`src/rtl/uart_rx_dev.sv`:
```
// ---------------------------------------------------------------------------
// uart_rx_dev
//   Bus-attached UART receiver. Deserialises 8N1 frames (8E1 when
//   UART_RX_PARITY_EN is defined) from uart_rx_i into a byte FIFO that the
//   core drains over the device bus. Raises a level interrupt when data or an
//   error is pending and the interrupt is enabled.
//
//   Optional feature macro: UART_RX_PARITY_EN (even parity bit after data).
//
// Ports
//   clk_sys_i        system clock
//   rst_sys_ni       asynchronous active-low reset
//   device_req_i     bus request (always granted)
//   device_addr_i    byte address, [3:2] select the register
//   device_we_i      1 = write
//   device_be_i      byte enables, be[0] qualifies STATUS/CTRL writes
//   device_wdata_i   write data
//   device_rvalid_o  response valid, one cycle after every request
//   device_rdata_o   read data (0 for writes)
//   uart_rx_i        asynchronous serial input, idle high
//   rx_irq_o         level interrupt
//
// Register map (addr[3:2])
//   0 RX_DATA  RO  {1'b0,23'b0,byte} and pop, or 32'h8000_0000 when empty
//   1 STATUS   W1C {parity_err,frame_err,overrun,full,not_empty}
//   2 CTRL     RW  bit0 irq_en
//   3 -        reads 0, writes ignored
// ---------------------------------------------------------------------------
module uart_rx_dev #(
   parameter int unsigned ClockFrequency = 50_000_000,
   parameter int unsigned BaudRate       = 115_200,
   parameter int unsigned FifoDepth      = 8
) (
   input  logic        clk_sys_i,
   input  logic        rst_sys_ni,
   input  logic        device_req_i,
   input  logic [31:0] device_addr_i,
   input  logic        device_we_i,
   input  logic [3:0]  device_be_i,
   input  logic [31:0] device_wdata_i,
   output logic        device_rvalid_o,
   output logic [31:0] device_rdata_o,
   input  logic        uart_rx_i,
   output logic        rx_irq_o
);

   localparam int unsigned ClocksPerBit = ClockFrequency / BaudRate;
   localparam int unsigned CntW         = $clog2(ClocksPerBit);
   localparam int unsigned AddrW        = $clog2(FifoDepth);
   localparam int unsigned PtrW         = AddrW + 1;

   typedef enum logic [2:0] {
      StIdle,
      StStart,
      StData,
      StParity,
      StStop
   } state_e;

   // ------------------------------------------------------------------
   // Input synchroniser and start-edge qualification
   // ------------------------------------------------------------------
   logic       rx_s1_q, rx_s2_q, rx_prev_q;
   logic [1:0] sync_fill_q;
   logic       armed_q;
   logic       fall_edge;

   // sync_fill_q marks when rx_s2_q holds a real line sample rather than the
   // reset value, so a line held low from reset never arms the receiver.
   always_ff @(posedge clk_sys_i or negedge rst_sys_ni) begin
      if (!rst_sys_ni) begin
         rx_s1_q     <= 1'b1;
         rx_s2_q     <= 1'b1;
         rx_prev_q   <= 1'b1;
         sync_fill_q <= 2'b00;
         armed_q     <= 1'b0;
      end else begin
         rx_s1_q     <= uart_rx_i;
         rx_s2_q     <= rx_s1_q;
         rx_prev_q   <= rx_s2_q;
         sync_fill_q <= {sync_fill_q[0], 1'b1};
         if (sync_fill_q[1] && rx_s2_q) armed_q <= 1'b1;
      end
   end

   assign fall_edge = armed_q & rx_prev_q & ~rx_s2_q;

   // ------------------------------------------------------------------
   // Receive FSM
   // ------------------------------------------------------------------
   state_e          state_q, state_d;
   logic [CntW-1:0] cnt_q, cnt_d;
   logic [2:0]      bit_idx_q, bit_idx_d;
   logic [7:0]      shift_q, shift_d;
   logic            tick;
   logic            push_req;
   logic            frame_set;
`ifdef UART_RX_PARITY_EN
   logic            parity_set;
`endif

   always_ff @(posedge clk_sys_i or negedge rst_sys_ni) begin
      if (!rst_sys_ni) begin
         state_q   <= StIdle;
         cnt_q     <= '0;
         bit_idx_q <= '0;
         shift_q   <= '0;
      end else begin
         state_q   <= state_d;
         cnt_q     <= cnt_d;
         bit_idx_q <= bit_idx_d;
         shift_q   <= shift_d;
      end
   end

   assign tick = (cnt_q == '0);

   always_comb begin
      state_d    = state_q;
      cnt_d      = cnt_q;
      bit_idx_d  = bit_idx_q;
      shift_d    = shift_q;
      push_req   = 1'b0;
      frame_set  = 1'b0;
`ifdef UART_RX_PARITY_EN
      parity_set = 1'b0;
`endif
      if (state_q != StIdle && !tick) cnt_d = cnt_q - 1'b1;

      case (state_q)
         StIdle: begin
            if (fall_edge) begin
               state_d = StStart;
               cnt_d   = CntW'(ClocksPerBit / 2);
            end
         end
         StStart: begin
            if (tick) begin
               if (rx_s2_q) begin
                  // Line back high at mid start bit: a glitch, not a frame.
                  state_d = StIdle;
               end else begin
                  state_d   = StData;
                  cnt_d     = CntW'(ClocksPerBit - 1);
                  bit_idx_d = '0;
               end
            end
         end
         StData: begin
            if (tick) begin
               shift_d = {rx_s2_q, shift_q[7:1]};
               cnt_d   = CntW'(ClocksPerBit - 1);
               if (bit_idx_q == 3'd7) begin
`ifdef UART_RX_PARITY_EN
                  state_d = StParity;
`else
                  state_d = StStop;
`endif
               end else begin
                  bit_idx_d = bit_idx_q + 3'd1;
               end
            end
         end
`ifdef UART_RX_PARITY_EN
         StParity: begin
            if (tick) begin
               // Even parity: data bits plus parity bit XOR to zero.
               parity_set = rx_s2_q ^ (^shift_q);
               state_d    = StStop;
               cnt_d      = CntW'(ClocksPerBit - 1);
            end
         end
`endif
         StStop: begin
            if (tick) begin
               if (rx_s2_q) push_req  = 1'b1;
               else         frame_set = 1'b1;
               // Straight back to IDLE so a start bit right after the stop
               // bit's sample point is still seen.
               state_d = StIdle;
            end
         end
         default: state_d = StIdle;
      endcase
   end

   // ------------------------------------------------------------------
   // Bus decode
   // ------------------------------------------------------------------
   logic [1:0] reg_sel;
   logic       rd_req, wr_req;
   assign reg_sel = device_addr_i[3:2];
   assign rd_req  = device_req_i & ~device_we_i;
   assign wr_req  = device_req_i &  device_we_i;

   // ------------------------------------------------------------------
   // RX FIFO
   // ------------------------------------------------------------------
   logic [7:0]      mem_q [FifoDepth];
   logic [PtrW-1:0] wr_ptr_q, rd_ptr_q;
   logic            empty, full;
   logic            pop, do_push, overrun_set;

   assign empty = (wr_ptr_q == rd_ptr_q);
   assign full  = (wr_ptr_q[AddrW-1:0] == rd_ptr_q[AddrW-1:0]) &
                  (wr_ptr_q[AddrW] != rd_ptr_q[AddrW]);

   // A pop on a full FIFO frees the slot the simultaneous push needs.
   assign pop         = rd_req & (reg_sel == 2'd0) & ~empty;
   assign do_push     = push_req & (~full | pop);
   assign overrun_set = push_req & full & ~pop;

   always_ff @(posedge clk_sys_i) begin
      if (do_push) mem_q[wr_ptr_q[AddrW-1:0]] <= shift_q;
   end

   always_ff @(posedge clk_sys_i or negedge rst_sys_ni) begin
      if (!rst_sys_ni) begin
         wr_ptr_q <= '0;
         rd_ptr_q <= '0;
      end else begin
         if (do_push) wr_ptr_q <= wr_ptr_q + 1'b1;
         if (pop)     rd_ptr_q <= rd_ptr_q + 1'b1;
      end
   end

   // ------------------------------------------------------------------
   // Status flags, control, interrupt
   // ------------------------------------------------------------------
   logic status_clr;
   logic overrun_q, frame_err_q, parity_err;
   logic irq_en_q, irq_q;

   assign status_clr = wr_req & (reg_sel == 2'd1) & device_be_i[0];

   // Set has priority over a same-cycle W1C.
   always_ff @(posedge clk_sys_i or negedge rst_sys_ni) begin
      if (!rst_sys_ni) begin
         overrun_q   <= 1'b0;
         frame_err_q <= 1'b0;
      end else begin
         overrun_q   <= overrun_set | (overrun_q   & ~(status_clr & device_wdata_i[2]));
         frame_err_q <= frame_set   | (frame_err_q & ~(status_clr & device_wdata_i[3]));
      end
   end

`ifdef UART_RX_PARITY_EN
   logic parity_err_q;
   always_ff @(posedge clk_sys_i or negedge rst_sys_ni) begin
      if (!rst_sys_ni) parity_err_q <= 1'b0;
      else parity_err_q <= parity_set | (parity_err_q & ~(status_clr & device_wdata_i[4]));
   end
   assign parity_err = parity_err_q;
`else
   assign parity_err = 1'b0;
`endif

   always_ff @(posedge clk_sys_i or negedge rst_sys_ni) begin
      if (!rst_sys_ni) begin
         irq_en_q <= 1'b0;
         irq_q    <= 1'b0;
      end else begin
         if (wr_req && reg_sel == 2'd2 && device_be_i[0]) irq_en_q <= device_wdata_i[0];
         irq_q <= irq_en_q & (~empty | overrun_q | frame_err_q | parity_err);
      end
   end

   assign rx_irq_o = irq_q;

   // ------------------------------------------------------------------
   // Read response
   // ------------------------------------------------------------------
   logic [31:0] status;
   logic [31:0] rdata_d, rdata_q;
   logic        rvalid_q;

   assign status = {27'b0, parity_err, frame_err_q, overrun_q, full, ~empty};

   always_comb begin
      rdata_d = '0;
      if (rd_req) begin
         case (reg_sel)
            2'd0:    rdata_d = empty ? 32'h8000_0000 : {24'b0, mem_q[rd_ptr_q[AddrW-1:0]]};
            2'd1:    rdata_d = status;
            2'd2:    rdata_d = {31'b0, irq_en_q};
            default: rdata_d = '0;
         endcase
      end
   end

   always_ff @(posedge clk_sys_i or negedge rst_sys_ni) begin
      if (!rst_sys_ni) begin
         rvalid_q <= 1'b0;
         rdata_q  <= '0;
      end else begin
         rvalid_q <= device_req_i;
         rdata_q  <= rdata_d;
      end
   end

   assign device_rvalid_o = rvalid_q;
   assign device_rdata_o  = rdata_q;

   // Bus bits this device does not decode.
   logic unused_bus;
`ifdef UART_RX_PARITY_EN
   assign unused_bus = ^{device_addr_i[31:4], device_addr_i[1:0], device_be_i[3:1],
                         device_wdata_i[31:5], device_wdata_i[1]};
`else
   assign unused_bus = ^{device_addr_i[31:4], device_addr_i[1:0], device_be_i[3:1],
                         device_wdata_i[31:4], device_wdata_i[1]};
`endif

endmodule

```
`config.mk`:
```
export PLATFORM = sky130hd
export DESIGN_NAME = uart_rx_dev
export DESIGN_NICKNAME = d
export VERILOG_FILES = /design/src/rtl/uart_rx_dev.sv
export SDC_FILE = /design/constraint.sdc
export NUM_CORES = 1
export LEC_CHECK = 0
export BUFFER_PORTS_ARGS = -buffer_cell sky130_fd_sc_hd__buf_2
export CORE_MARGIN = 4
export CORE_UTILIZATION = 55
export CTS_BUF_LIST = sky130_fd_sc_hd__clkbuf_16
export DETAILED_ROUTE_END_ITERATION = 16
export HOLD_SLACK_MARGIN = 0.12
export PLACE_DENSITY_LB_ADDON = 0.12
export REMOVE_ABC_BUFFERS = 1
export SLEW_MARGIN = 30
export SYNTH_ARGS = -nofsm -noshare
export SYNTH_HDL_FRONTEND = slang
export SYNTH_SLANG_ARGS = --single-unit
export TNS_END_PERCENT = 30
```
`constraint.sdc`:
```
create_clock -name clk_sys_i -period 3.65 [get_ports clk_sys_i]
set_clock_uncertainty 0.2 [all_clocks]
set_input_delay 0.365 -clock clk_sys_i [delete_from_list [all_inputs] [get_ports clk_sys_i]]
set_output_delay 0.365 -clock clk_sys_i [all_outputs]
set_load 0.05 [all_outputs]
```
# == Word-level counts from Yosys, hierarchy flattened ==
# Memory sizes are Yosys's and may differ from the RTL's.
# Cells that the tools add are included.
# totals
mem_count,1
mem_bits_rw,64
output_inout_bits,34
regBits,74
# mem_list
memory,depth,word_bits,read_ports,rd_ports_with_merged_regs,wr,line,source
mem_q,8,8,1,0,1,199,logic [7:0] mem_q [FifoDepth];
# op_classes
eq_ne,16
n_mux,29
addsub,4
bitwise,29
n_reduce_logical,13
# op_table
op,count
32-bit case mux with 3 select lines,1
32-bit 2-to-1 mux,2
9-bit 2-to-1 mux,5
3-bit 2-to-1 mux,9
9-bit case mux with 3 select lines,1
1-bit AND,17
2-bit inequality test (second input constant),7
3-bit case mux with 4 select lines,1
5-bit AND reduction,2
9-bit logical NOT,1
9-bit by 1-bit subtractor with 9-bit output (second input constant),1
4-bit by 1-bit adder with 4-bit output (second input constant),2
1-bit 2-to-1 mux,8
1-bit NOT,7
3-bit equality test (second input constant),2
3-bit case mux with 2 select lines,1
1-bit bitwise OR,5
4-bit equality test,1
1-bit logical AND,4
3-bit by 1-bit adder with 3-bit output (second input constant),1
3-bit by 1-bit equality test with 1-bit output (second input constant),1
3-bit by 2-bit equality test with 1-bit output (second input constant),1
3-bit equality test,1
3-bit logical NOT,1
9 further kinds,9

# == Depth between registers and ports, before layout ==
# depth
depth_word,8
depth_mapped,8
ltp_nobuf,6

# == Worst setup path after synthesis ==
# Ideal clock, no wire load.
# synth_timing
kind,register to register
start,reg cnt_q[0]
end,"mem mem_q[0][0], enable pin"
setup_slack_ns,1.036
path_stages_with_launch,7
t_arrival_ns,2.031
setup_ns,0.383
cell_sequence,dfrtp_1 -> inv_1 -> ha_1 -> nor4b_4 -> and4_1 -> o211ai_1 -> nor3_1
# synth_between
elab_chain_cells,6
# synth_rtl
item,line,source
start: declaration,92,"logic [CntW-1:0] cnt_q, cnt_d;"
start signal: assignment,110,cnt_q <= cnt_d;
9-bit logical NOT,116,assign tick = (cnt_q == '0);
1-bit 2-to-1 mux,175,if (tick) begin
1-bit 2-to-1 mux,130,case (state_q)
1-bit AND,210,assign do_push = push_req & (~full | pop);
1-bit 2-to-1 mux,214,if (do_push) mem_q[wr_ptr_q[AddrW-1:0]] <= shift_q;
1-bit 2-to-1 mux (not written as such),214,
end: declaration,199,
# No other way between the ends.

# == Worst setup path after layout ==
# layout_timing
start,reg cnt_q[0]
end,"mem mem_q[6][7], enable pin"
# The elaborated chain is that of the path after synthesis.

==> flow_metrics.py <==
metrics = {
    "status": {
        "outcome": "completed",
    },
    "synthesis": {
        "synth_async_sr_flop_share_pct": 44.35,
        "synth_area_per_cell_um2": 14.55,
        "most_instantiated_flip_flop_cell_in_the_synthesis_netlist": "sky130_fd_sc_hd__edfxtp_1",
        "dominant_cell_by_count_in_the_synthesized_netlist": "sky130_fd_sc_hd__edfxtp_1",
        "synth_edf_count": 64,
        "synth_common_cells": "sky130_fd_sc_hd__edfxtp_1 (64), sky130_fd_sc_hd__dfrtp_1 (48), sky130_fd_sc_hd__nor2_1 (24)",
        "synth_top_area_cell": "sky130_fd_sc_hd__edfxtp_1",
        "synth.yosys.seq_area_share_pct": 62.69,
        "synth.top_cells.by_area": "sky130_fd_sc_hd__edfxtp_1 (38%), sky130_fd_sc_hd__dfrtp_1 (24%), sky130_fd_sc_hd__mux4_2 (6.6%)",
        "synth_area_mm2": 0.005107,
        "yosysWarningCount": 0,
        "syn_inst": 351,
        "synth.lib_cells_used.distinct": 59,
        "yosys_register_bits": 115,
        "synth.top_cell.area_share_pct": 37.63,
    },
    "clock_network": {
        "clock_tree.htree_level_count": 4,
        "cts_root_buffer": "sky130_fd_sc_hd__clkbuf_16",
        "cts_buffer_depth": 2,
        "ctsResizeCount": 0,
        "tritoncts_clock_tree": "yes",
        "cts.reportedPaths.clkPinSlew_ns": 0.05,
        "cts.sinks": 115,
        "cts-buffers-inserted": 17,
        "clk-insertion-delay-late_ns": 0.40,
        "cts.repair_timing.setup_buffer_count": 0,
    },
    "global_route": {
        "globalRouteTotalUtil_pct": 18.56,
        "number_of_antenna_violations_at_the_first_check_in_global_routing": 0,
        "met3_routing_resource_usage_after_global_routing_pct": 5.525,
        "grt-busiest-layer": "met2",
        "first_global_vias": 2928,
        "globalRoute.totalOverflow": 0,
        "grt_first_pass_wirelength_um": 15460,
        "grt_use_met2_pct": 29.70,
        "met1_usage_pct": 24.37,
        "grt_max_degree": 29,
    },
    "timing": {
        "relSlewSlack_pct": 56.52,
        "finalCriticalPeriod_ns": 2.824,
        "hold_ws_ns": 0.1228,
        "grt_setup_unrepaired": "no",
        "final.setup.tns_ns": 0,
        "fin_ws_ns": 0.8261,
        "portion_of_the_clock_cycle_consumed_by_the_worst_path_in_the_final_layout_pct": 77.37,
        "slew_viol_final": 0,
        "worst-slew-pin-transition_ns": 0.6522,
        "hold_viol": 0,
        "finalSetupViolations": 0,
        "maxClockFrequency_mhz": 354.1,
    },
    "cells_and_area": {
        "drive_gt1_share_pct": 23.77,
        "instances_no_fill": 516,
        "insertedDiodeCount": 0,
        "area_growth_pct": 17.15,
        "postLayoutCellArea_mm2": 0.005983,
        "nets": 474,
    },
    "die": {
        "placementRows": 34,
        "die_width_um": 104.4,
        "top_level_ports": 107,
        "die-height_um": 104.4,
        "initial_utilization_pct": 57.44,
        "core_area_mm2": 0.008891,
        "design.die.area_mm2": 0.01089,
    },
    "route": {
        "drt.antenna.violating_nets": 0,
        "detailedRoute.firstIterationViolations": 132,
        "routed-via-count": 2876,
        "post_route_drc": 0,
        "routed_wl_um": 9316,
        "vias_per_cell": 5.574,
        "drt-pass1-iter-count": 5,
        "wire_per_inst_um": 18.05,
    },
    "critical_path": {
        "critPathMaxFanout": 7,
        "crit_path_start": "cnt_q[0]",
        "cp_data_required_time_ns": 3.56,
        "ff2ff_setup_slack_ns": 0.83,
        "worstPathBufferInverterCount": 2,
        "timing.setup.critical_path_class": "flip-flop to flip-flop",
        "critical_path_depth": 7,
        "critical_path.slowest_cell": "sky130_fd_sc_hd__nor2_1",
        "r2r-start": "cnt_q[0]",
        "critPathTopFamily": "simple AND/OR/NAND/NOR gates",
        "endpoint_kind": "flip-flop",
        "worstRegToRegCells": 7,
        "critPathArrivalTime_ns": 2.73,
        "cp_cell_sequence": "inv_1 > ha_1 > nor4b_4 > and4_1 > o211ai_1 > nor2_1 > buf_4",
        "cp-endpoint": "mem_q[6][7]",
        "crit_path_start_kind": "flip-flop",
        "cp_slowest_stage_delay_ns": 0.46,
        "timing.rr.end": "mem_q[6][7]",
    },
    "hold_path": {
        "hold_path.class": "primary input to flip-flop",
    },
    "run": {
        "maxCapViolations": 0,
    },
    "placed_design": {
        "post-place-cells": 477,
        "pre_cts_slack_ns": 0.8603,
        "place.detailed.hpwl_um": 5991,
        "finalWeightedCongestion": 0.8171,
        "detailed_place.area_mm2": 0.005268,
        "portBuffers": 21,
    },
    "power_and_ir_drop": {
        "power_per_cell_area_mw_per_mm2": 673.2,
        "peakVddDrop_mv": 0.4043,
        "power_leakage_nw": 2.441,
    },
}
[state kept, by name (all words and copies together), names as in the netlist, 2 cells and up]
signal,count
sync_fill_q,2
wr_ptr_q,4
rd_ptr_q,4
bit_idx_q,3
mem_q,64
shift_q,8
state_q,3
cnt_q,9
device_rdata_o,9
[tightest hold or removal path: stages]
cell and delay [ns]:
sky130_fd_sc_hd__buf_2 0.12, sky130_fd_sc_hd__a31oi_1 0.05, sky130_fd_sc_hd__nand3_1 0.07, sky130_fd_sc_hd__a21oi_1 0.06
[report_power, final]
part	internal, mW	switching (mW)
Combinational	0.271	0.416
Sequential	1.45	0.0988
Clock	1.26	0.532
Total	2.98	1.05
[final cells by class]
type	count	area, um^2
timing repair buffer	41	272.8
sequential	115	3202
clock inverter	15	220.2
fill	608	2908
multi-input combinational	208	1683
tap	108	135.1
inverter	12	45.04
clock buffer	17	425.4
[worst min-delay path by stage]
stage                                start                 to  slack (ns)  depth (start not counted)
final                     device_addr_i[3]  device_rdata_o[0]        0.12                          4
after global placement      sync_fill_q[0]     sync_fill_q[1]        0.13                          0
after CTS                 device_addr_i[3]  device_rdata_o[0]        0.12                          4
after detailed placement    sync_fill_q[0]     sync_fill_q[1]        0.14                          0
after floorplan                 rst_sys_ni            armed_q       -0.13                          0
after global routing      device_addr_i[3]  device_rdata_o[0]        0.12                          4
[stage by stage]
| stage | total power, mW | utilization [%] |
|---|---|---|
| after floorplan | 2.080 | - |
| after global placement | 2.249 | 59.25 |
| after detailed placement | 2.257 | 59.25 |
| after CTS | 4.058 | 67.30 |
| after global routing | 4.207 | 67.30 |
| final | 4.028 | 67.30 |
[kinds of logic after synthesis]
| kind of cell | after synthesis | share of synthesized area (%) |
|---|---|---|
| multiplexers | 41 | 12.67 |
| other | 2 | 0.1470 |
| AO/OA/AOI/OAI | 38 | 5.586 |
| flip-flops | 115 | 62.69 |
| buffers and inverters | 50 | 5.977 |
| XOR/XNOR | 11 | 1.886 |
| adder cells (fa/ha/maj) | 6 | 1.470 |
| AND/OR/NAND/NOR | 88 | 9.579 |
[repair_timing]
| action | CTS | global route |
|---|---|---|
| endpoints found under the hold margin | 31 | 0 |
| hold buffers | 7 | 0 |
| setup endpoints to repair | 0 | 0 |
[routing by layer]
metal | share of wire [%] | vias up
met5 | 0 | -
met4 | 0.99 | 0
met3 | 5.2 | 9
met2 | 49 | 86
met1 | 44 | 1432
li1 | - | 1349
[cell usage in the layout, fill, tap and decap left out, types with 10 or more instances in the layout]
cell type                   synthesis  routed
sky130_fd_sc_hd__xnor2_1           10      10
sky130_fd_sc_hd__buf_4             23      13
sky130_fd_sc_hd__buf_2              7      21
sky130_fd_sc_hd__mux4_2            15      15
sky130_fd_sc_hd__edfxtp_1          64      64
sky130_fd_sc_hd__nand3_1           10      10
sky130_fd_sc_hd__dfrtp_1           48      48
sky130_fd_sc_hd__nor2_1            24      24
sky130_fd_sc_hd__mux2i_1           14      14
sky130_fd_sc_hd__nand2_1           15      15
sky130_fd_sc_hd__conb_1             2      24
sky130_fd_sc_hd__inv_1             12      14
sky130_fd_sc_hd__clkbuf_16          0      17
Note: power is estimated with default switching activity, not from simulation.
